<file path="src/rtl/draw_sequencer.sv">
// Drawing controller: one start request runs a full-screen clear, then a shape draw,
// and forwards the active generator's pixels to the VGA adapter through one clipped register.
module draw_sequencer #(
  parameter int unsigned SCREEN_W     = 160,
  parameter int unsigned SCREEN_H     = 120,
  parameter logic [2:0]  CLEAR_COLOUR = 3'b000
) (
  input  logic       clk,
  input  logic       rst_n,
  input  logic       start,
  output logic       done,
  input  logic [2:0] colour,
  input  logic [7:0] centre_x,
  input  logic [6:0] centre_y,
  input  logic [7:0] diameter,
  output logic       fill_start,
  output logic [2:0] fill_colour,
  input  logic       fill_done,
  input  logic [7:0] fill_x,
  input  logic [6:0] fill_y,
  input  logic [2:0] fill_col,
  input  logic       fill_plot,
  output logic       shape_start,
  output logic [2:0] shape_colour,
  output logic [7:0] shape_cx,
  output logic [6:0] shape_cy,
  output logic [7:0] shape_diam,
  input  logic       shape_done,
  input  logic [7:0] shape_x,
  input  logic [6:0] shape_y,
  input  logic [2:0] shape_col,
  input  logic       shape_plot,
  output logic [7:0] vga_x,
  output logic [6:0] vga_y,
  output logic [2:0] vga_colour,
  output logic       vga_plot,
  output logic [1:0] dbg_state
);

  typedef enum logic [1:0] {
    S_IDLE = 2'd0,
    S_FILL = 2'd1,
    S_DRAW = 2'd2,
    S_DONE = 2'd3
  } state_t;

  state_t state, state_nxt;

  // Handshake: start is a level held for the whole run; the sub-stage starts are levels
  // held while that stage owns the screen, each stage answers with a done level, and our
  // done stays high until start drops. Dropping start early aborts back to idle.
  always_ff @(posedge clk or negedge rst_n) begin
    if (!rst_n) state <= S_IDLE;
    else        state <= state_nxt;
  end

  always_comb begin
    state_nxt = state;
    case (state)
      S_IDLE: if (start) state_nxt = S_FILL;
      S_FILL: begin
        if (!start)         state_nxt = S_IDLE;
        else if (fill_done) state_nxt = S_DRAW;
      end
      S_DRAW: begin
        if (!start)          state_nxt = S_IDLE;
        else if (shape_done) state_nxt = S_DONE;
      end
      S_DONE: if (!start) state_nxt = S_IDLE;
      default: state_nxt = S_IDLE;
    endcase
  end

  always_comb begin
    fill_start  = (state == S_FILL);
    shape_start = (state == S_DRAW);
    done        = (state == S_DONE);
    fill_colour = CLEAR_COLOUR;
    dbg_state   = state;
  end

  // Shape parameters are captured only on the idle->fill transition.
  always_ff @(posedge clk or negedge rst_n) begin
    if (!rst_n) begin
      shape_colour <= 3'd0;
      shape_cx     <= 8'd0;
      shape_cy     <= 7'd0;
      shape_diam   <= 8'd0;
    end else if (state == S_IDLE && start) begin
      shape_colour <= colour;
      shape_cx     <= centre_x;
      shape_cy     <= centre_y;
      shape_diam   <= diameter;
    end
  end

  logic       sel_valid;
  logic [7:0] sel_x;
  logic [6:0] sel_y;
  logic [2:0] sel_col;
  logic       sel_plot;
  logic       sel_visible;

  // A pixel on a source's done cycle, or on an abort cycle, is not forwarded.
  always_comb begin
    sel_valid = 1'b0;
    sel_x     = 8'd0;
    sel_y     = 7'd0;
    sel_col   = 3'd0;
    sel_plot  = 1'b0;
    case (state)
      S_FILL: begin
        sel_valid = 1'b1;
        sel_x     = fill_x;
        sel_y     = fill_y;
        sel_col   = fill_col;
        sel_plot  = fill_plot & ~fill_done & start;
      end
      S_DRAW: begin
        sel_valid = 1'b1;
        sel_x     = shape_x;
        sel_y     = shape_y;
        sel_col   = shape_col;
        sel_plot  = shape_plot & ~shape_done & start;
      end
      default: ;
    endcase
  end

  assign sel_visible = ({24'd0, sel_x} < SCREEN_W) && ({25'd0, sel_y} < SCREEN_H);

  always_ff @(posedge clk or negedge rst_n) begin
    if (!rst_n) begin
      vga_x      <= 8'd0;
      vga_y      <= 7'd0;
      vga_colour <= 3'd0;
      vga_plot   <= 1'b0;
    end else begin
      if (sel_valid) begin
        vga_x      <= sel_x;
        vga_y      <= sel_y;
        vga_colour <= sel_col;
      end
      vga_plot <= sel_plot & sel_visible;
    end
  end

endmodule

</file>
<file path="config.mk">
export PLATFORM = sky130hd
export DESIGN_NAME = draw_sequencer
export DESIGN_NICKNAME = d
export VERILOG_FILES = /design/src/rtl/draw_sequencer.sv
export SDC_FILE = /design/constraint.sdc
export NUM_CORES = 1
export LEC_CHECK = 0
export BUFFER_PORTS_ARGS = -buffer_cell sky130_fd_sc_hd__buf_2
export CORE_MARGIN = 1.5
export CORE_UTILIZATION = 45
export CTS_BUF_LIST = sky130_fd_sc_hd__clkbuf_8
export DETAILED_ROUTE_END_ITERATION = 10
export PLACE_DENSITY = 0.88
export SETUP_SLACK_MARGIN = 0.4
export SYNTH_ARGS = -nofsm -noshare
export SYNTH_HDL_FRONTEND = slang
export SYNTH_SLANG_ARGS = --single-unit
</file>
<file path="constraint.sdc">
create_clock -name clk -period 1.8 [get_ports clk]
set_input_delay 0.09 -clock clk [delete_from_list [all_inputs] [get_ports clk]]
set_output_delay 0.09 -clock clk [all_outputs]
set_load 0.01 [all_outputs]
</file>
======== Word level (Yosys, flattened, before mapping) ========
Index checks and enable logic that the tools add are counted.
cells by class
  magnitude comparators ................... 2
  equality and inequality tests ........... 7
  multiplexer cells ....................... 12
  bitwise gates (word level) .............. 7
  reductions and logical operators ........ 5
operator list
  kind                  number
  $pmux W8 S2           1
  $pmux W7 S2           1
  $mux W2               6
  $lt A8 B8 Y1 const B  1
  $pmux W2 S4           1
  $lt A7 B7 Y1 const B  1
  $ne A3 B2 Y1 const B  2
  $pmux W3 S2           1
  $and A1 B1 Y1         5
  $eq A2 B2 Y1 const B  2
  $ne A2 B2 Y1 const B  2
  $reduce_and A4 Y1     1
  $eq A2 B1 Y1 const B  1
  $logic_and A1 B1 Y1   2
  $logic_not A2 Y1      1
  $not A1 Y1            2
  $pmux W1 S2           1
  $reduce_or A2 Y1      1
  $mux W1               1
storage, ports and cells
  register bits ........................... 47
  input port bits ......................... 69
  output and inout port bits .............. 53
  logic and storage cells ................. 42

======== Depth between registers and ports, before layout ========
  word-level depth ........................ 5
  gate-level depth with buffers ........... 6
  mapped depth without buffers ............ 5

======== Worst setup path before layout ========
Ideal clock, no wire load.
  kind .................................... reg2reg
  from .................................... register state[1], in the netlist dbg_state[1]
  to ...................................... register state[1], in the netlist dbg_state[1]
  library setup time ...................... 0.087 ns
  arrival time ............................ 1.597 ns
  data required time ...................... 1.713 ns
  path slack .............................. 0.116 ns
  stages on the path, launching flop included .. 6
  buffers on the path ..................... 0
  period minus slack after synthesis ...... 1.684 ns
  path through ............................ dfrtp_1 inv_1 ha_1 and2b_1 or4_1 o211ai_1
on the way
  word-level cells in the longest chain between the ends .. 3
  elaborated cells between the ends (all ways) .. 10
  those cells by class .................... 7 x eq/ne; 1 x mux; 2 x reduce/logical
RTL lines
  element                      line  RTL
  start, declared              47    state_t state, state_nxt;
  start signal, assigned       54    else state <= state_nxt;
  $eq A2 B1 Y1 *               n/a
  net fill_start               16    output logic fill_start,
  $ne A3 B2 Y1 (no line)       n/a
  $reduce_and A4 Y1 (no line)  n/a
Mark *: on every way through the listed nets, which the timed path passes. The rest lies on a longest branch.
A chain may end at the register's enable or synchronous reset.

======== Worst setup path after layout ========
  from .................................... register state[1], in the netlist dbg_state[1]
  to ...................................... register state[1], in the netlist dbg_state[1]
on the way
  word-level cells in the longest chain between the ends .. 3
  elaborated cells between the ends (all ways) .. 10
  those cells by class .................... 7 x eq/ne; 1 x mux; 2 x reduce/logical
RTL lines
  element                                                        line  RTL
  $eq A2 B2 Y1, or another cell as far along                     59    case (state)
  $ne A3 B2 Y1 (no line) / $ne A2 B2 Y1 (equally long branches)  n/a
  $reduce_and A4 Y1 (no line)                                    n/a
Parallel ways exist; a longest one is shown, timed or not.

==> key figures <==
Run status
  • Status: complete, no violations

Flow run
  • Maxcap violations: 0

Floorplanning
  • Die area: 5082 um2
  • Site Rows: 24
  • I/O pins: 122
  • Starting density of the core: roughly 48%
  • Die W: 71.29 um
  • Die extent in y: 71.29 um
  • Core ar.: about 4400 um2

Synthesis
  • Top-area cell type share of the netlist area: 56.05%
  • Post-Syn Instances: approximately 170
  • Main area contributors after synthesis: dfrtp_1, mux2_2, a22oi_1
  • Yosys warns: 0
  • Mapped Area: 2098 um2
  • Syn avg cell area: approximately 12 um2
  • Post-synthesis cell type count: 32
  • Post-synthesis sequential area ratio: between 50% and 60%
  • Post-synthesis register bit count: 47
  • Area leader, netlist: dfrtp_1

Clocking
  • Total CTS buffers: 5
  • Clk sinks: 47
  • Clk root buf: clkbuf_8
  • Maximum clock path buffer count: 2
  • Worst-Skew Late Latency: 0.30 ns
  • Clock-pin transition on the worst setup and hold timing paths: 0.09 ns
  • H-tree levels: 2
  • CTS tree: yes

Worst setup path
  • Largest delay share family, worst path: simple AND/OR/NAND/NOR gates
  • CP Class: reg -> reg
  • CP startpoint kind: flop
  • CP Max Fanout: 7
  • WP buf/inv: 1
  • Worst reg2reg setup slack: 0.22 ns
  • Cell breakdown of the critical path: inv_2 -> ha_4 -> and2b_2 -> or4_1 -> o211ai_1
  • Max stage delay on crit path: between 0.4 and 0.5 ns
  • CP Capture Type: flop
  • Worst Path Arrival: 1.78 ns
  • Worst reg-to-reg path cell count: 5
  • Worst path required time: 2.00 ns
  • Crit-path slowest cell: or4_1
  • Capturing point of the worst reg2reg path: dbg_state[1]$_DFFE_PN0P_
  • Critical R2R Launch: dbg_state[1]$_DFFE_PN0P_

Finish
  • P&R area growth vs syn: 51.58%
  • Fin area: ~3200 um2
  • Commonest non-fill, non-tap cell in the layout: buf_2
  • Fin nets: 384
  • Fill cells: 340
  • Antenna Cells: 0
  • Share of cells above drive strength 1: 64.63%
  • Commonest cells after routing, fill and taps aside: buf_2, dfrtp_1, mux2_2

Worst hold path
  • Hold_sp: centre_x[3]
  • Hold Path End: shape_cx[3]$_DFFE_PN0P_
  • HP Class: in -> reg
  • Hold depth: 2

Global route
  • First-pass GRT wire length: 8073 um
  • Overflow left after global routing: 0
  • Number of antenna violations at the first check in global routing: 0
  • Vias in the first global route: 1772
  • Largest net degree at the start of global routing: 48
  • Gr usage total: between 20 and 25%

Timing
  • Max-slew violation count: 0
  • Final Setup Violations: 0
  • Tmin final: 1.578 ns
  • Setup TNS: 0 ns
  • Setup ws final: 0.2221 ns
  • Peak Freq: 633.8 MHz
  • Final hold vios: 0
  • Clk_skew: 0.01445 ns
  • Period utilization: 87.66%
  • Unrepaired setup endpoints after global routing: yes

Power
  • Sw Ratio: 38.73%
  • Power density over the cells: between 1500 and 2000 nW/um2
  • Clock share of power: 11.0%
  • Peak VDD IR: 1.292 mV
  • Internal power: 3.746 mW
  • Sequential Power Share: 31.5%
  • Leakage Power: 1.525 nW
  • Logic pwr share: between 50% and 60%
  • Sw power: approximately 2.4 mW
  • Tot Pwr: 6.115 mW

Drt
  • DRC: 0
  • Drt first pass iters: 4
  • Final wirelength: 5237 um
  • Initial DRC Count: 69
  • DR vias: 1870
  • ANT nets after route: 0
  • Routed length per placed instance: 14.43 um
  • Vias per Instance: approximately 5.2

Placed design
  • Pre-CTS WS: roughly 0.22 ns
  • Detailed Place HPWL: roughly 3600 um
  • Final GP Congestion: 0.8338
  • Port Buffers: ~120
  • Placed Area: 2790 um2
## worst max-delay path by stage
stage                              from  cells after the start                       end  slack [ns]
6_report       dbg_state[1]$_DFFE_PN0P_                      5  dbg_state[1]$_DFFE_PN0P_        0.22
4_1_cts        dbg_state[0]$_DFFE_PN0P_                      5  dbg_state[1]$_DFFE_PN0P_        0.20
5_1_grt        dbg_state[1]$_DFFE_PN0P_                      5  dbg_state[1]$_DFFE_PN0P_        0.13
3_5_place_dp   dbg_state[1]$_DFFE_PN0P_                      6        vga_plot$_DFF_PN0_        0.22
3_3_place_gp   dbg_state[0]$_DFFE_PN0P_                      5  dbg_state[1]$_DFFE_PN0P_        0.26
2_1_floorplan  dbg_state[0]$_DFFE_PN0P_                      5  dbg_state[1]$_DFFE_PN0P_        0.27
## worst reg2reg max path: stages (launching register included)
cell,delay [ns]
dfrtp_2,0.45
inv_2,0.07
ha_4,0.18
and2b_2,0.22
or4_1,0.47
o211ai_1,0.10
## area by class of cell
type	count	area, um2	share of cell area [%]
clock inverter	2	16.27	0.5114
sequential	47	1179	37.06
inverter	3	11.26	0.3541
multi-input combinational	113	960.9	30.21
tap	52	65.06	2.046
clock buffer	6	82.58	2.596
timing repair buffer	140	865.8	27.22
## cell usage after synthesis
master,instances
a31oi_1,1
conb_1,1
nand2b_2,1
o31a_2,1
mux2_2,26
mux2i_1,1
o22a_1,1
buf_2,5
a2111oi_2,1
ha_1,5
a22oi_1,17
nor3b_1,1
nor2_1,19
clkbuf_1,1
a32oi_1,1
or4_1,1
a22oi_2,1
a211oi_1,1
buf_4,3
buf_1,2
nand2_2,1
nand4_1,1
a21oi_1,19
nand2b_1,1
o211ai_1,3
inv_1,3
nand2_1,4
and2b_1,1
buf_6,2
nand3_1,1
o21ai_0,1
dfrtp_1,47
## registers in the layout, summed over array words and instances (netlist names)
register	flops
dbg_state	2
shape_colour	3
shape_cx	8
shape_cy	7
shape_diam	8
vga_colour	3
vga_plot	1
vga_x	8
vga_y	7
## per-layer routing
metal	track usage [%]	vias to the layer above	share of wire [%]
li1	-	893	-
met2	34.88	80	53
met4	5.660	0	1.3
met5	0	-	0
met3	5.626	7	6.1
met1	25.09	890	40
## metrics by stage
step / hold WS [ns] / cells / utilization (%)
2_1_floorplan: -0.2056 / 176 / -
3_3_place_gp: 0.09088 / 338 / 63.21
3_5_place_dp: 0.09773 / 338 / 63.21
4_1_cts: 0.003926 / 354 / 68.91
5_1_grt: 0.001759 / 363 / 72.05
6_report: 0.01230 / 363 / 72.05
## power by group through the flow
| stage | Combinational [mW] | Clock, mW | Sequential, mW |
|---|---|---|---|
| global route | 3.82 | 0.740 | 2.00 |
| detailed placement | 2.86 | 0 | 1.95 |
| finish | 3.52 | 0.670 | 1.93 |
| global placement | 2.76 | 0 | 1.93 |
| floorplan | 1.73 | 0 | 2.20 |
| CTS | 3.27 | 0.690 | 1.93 |
## logic make-up (layout without fill, tap and decap cells)
group / count (synthesis) / count (layout) / synth area share [%]
adder cells (fa/ha/maj): 5 / 5 / 2.982
flip-flops: 47 / 47 / 56.05
other: 1 / 3 / 0.1787
AND/OR/NAND/NOR: 31 / 31 / 6.739
buffers and inverters: 16 / 151 / 4.412
AO/OA/AOI/OAI: 47 / 47 / 15.21
multiplexers: 27 / 27 / 14.43
## timing repair
action	CTS	global route
hold buffers	1	3
hold endpoints to repair	47	3
pin swaps	10	6
endpoints found under the setup margin	41	49
cloned	1	0
resized for setup	14	16
buffers inserted	6	6
No activity file was read; power rests on OpenSTA's default activity.
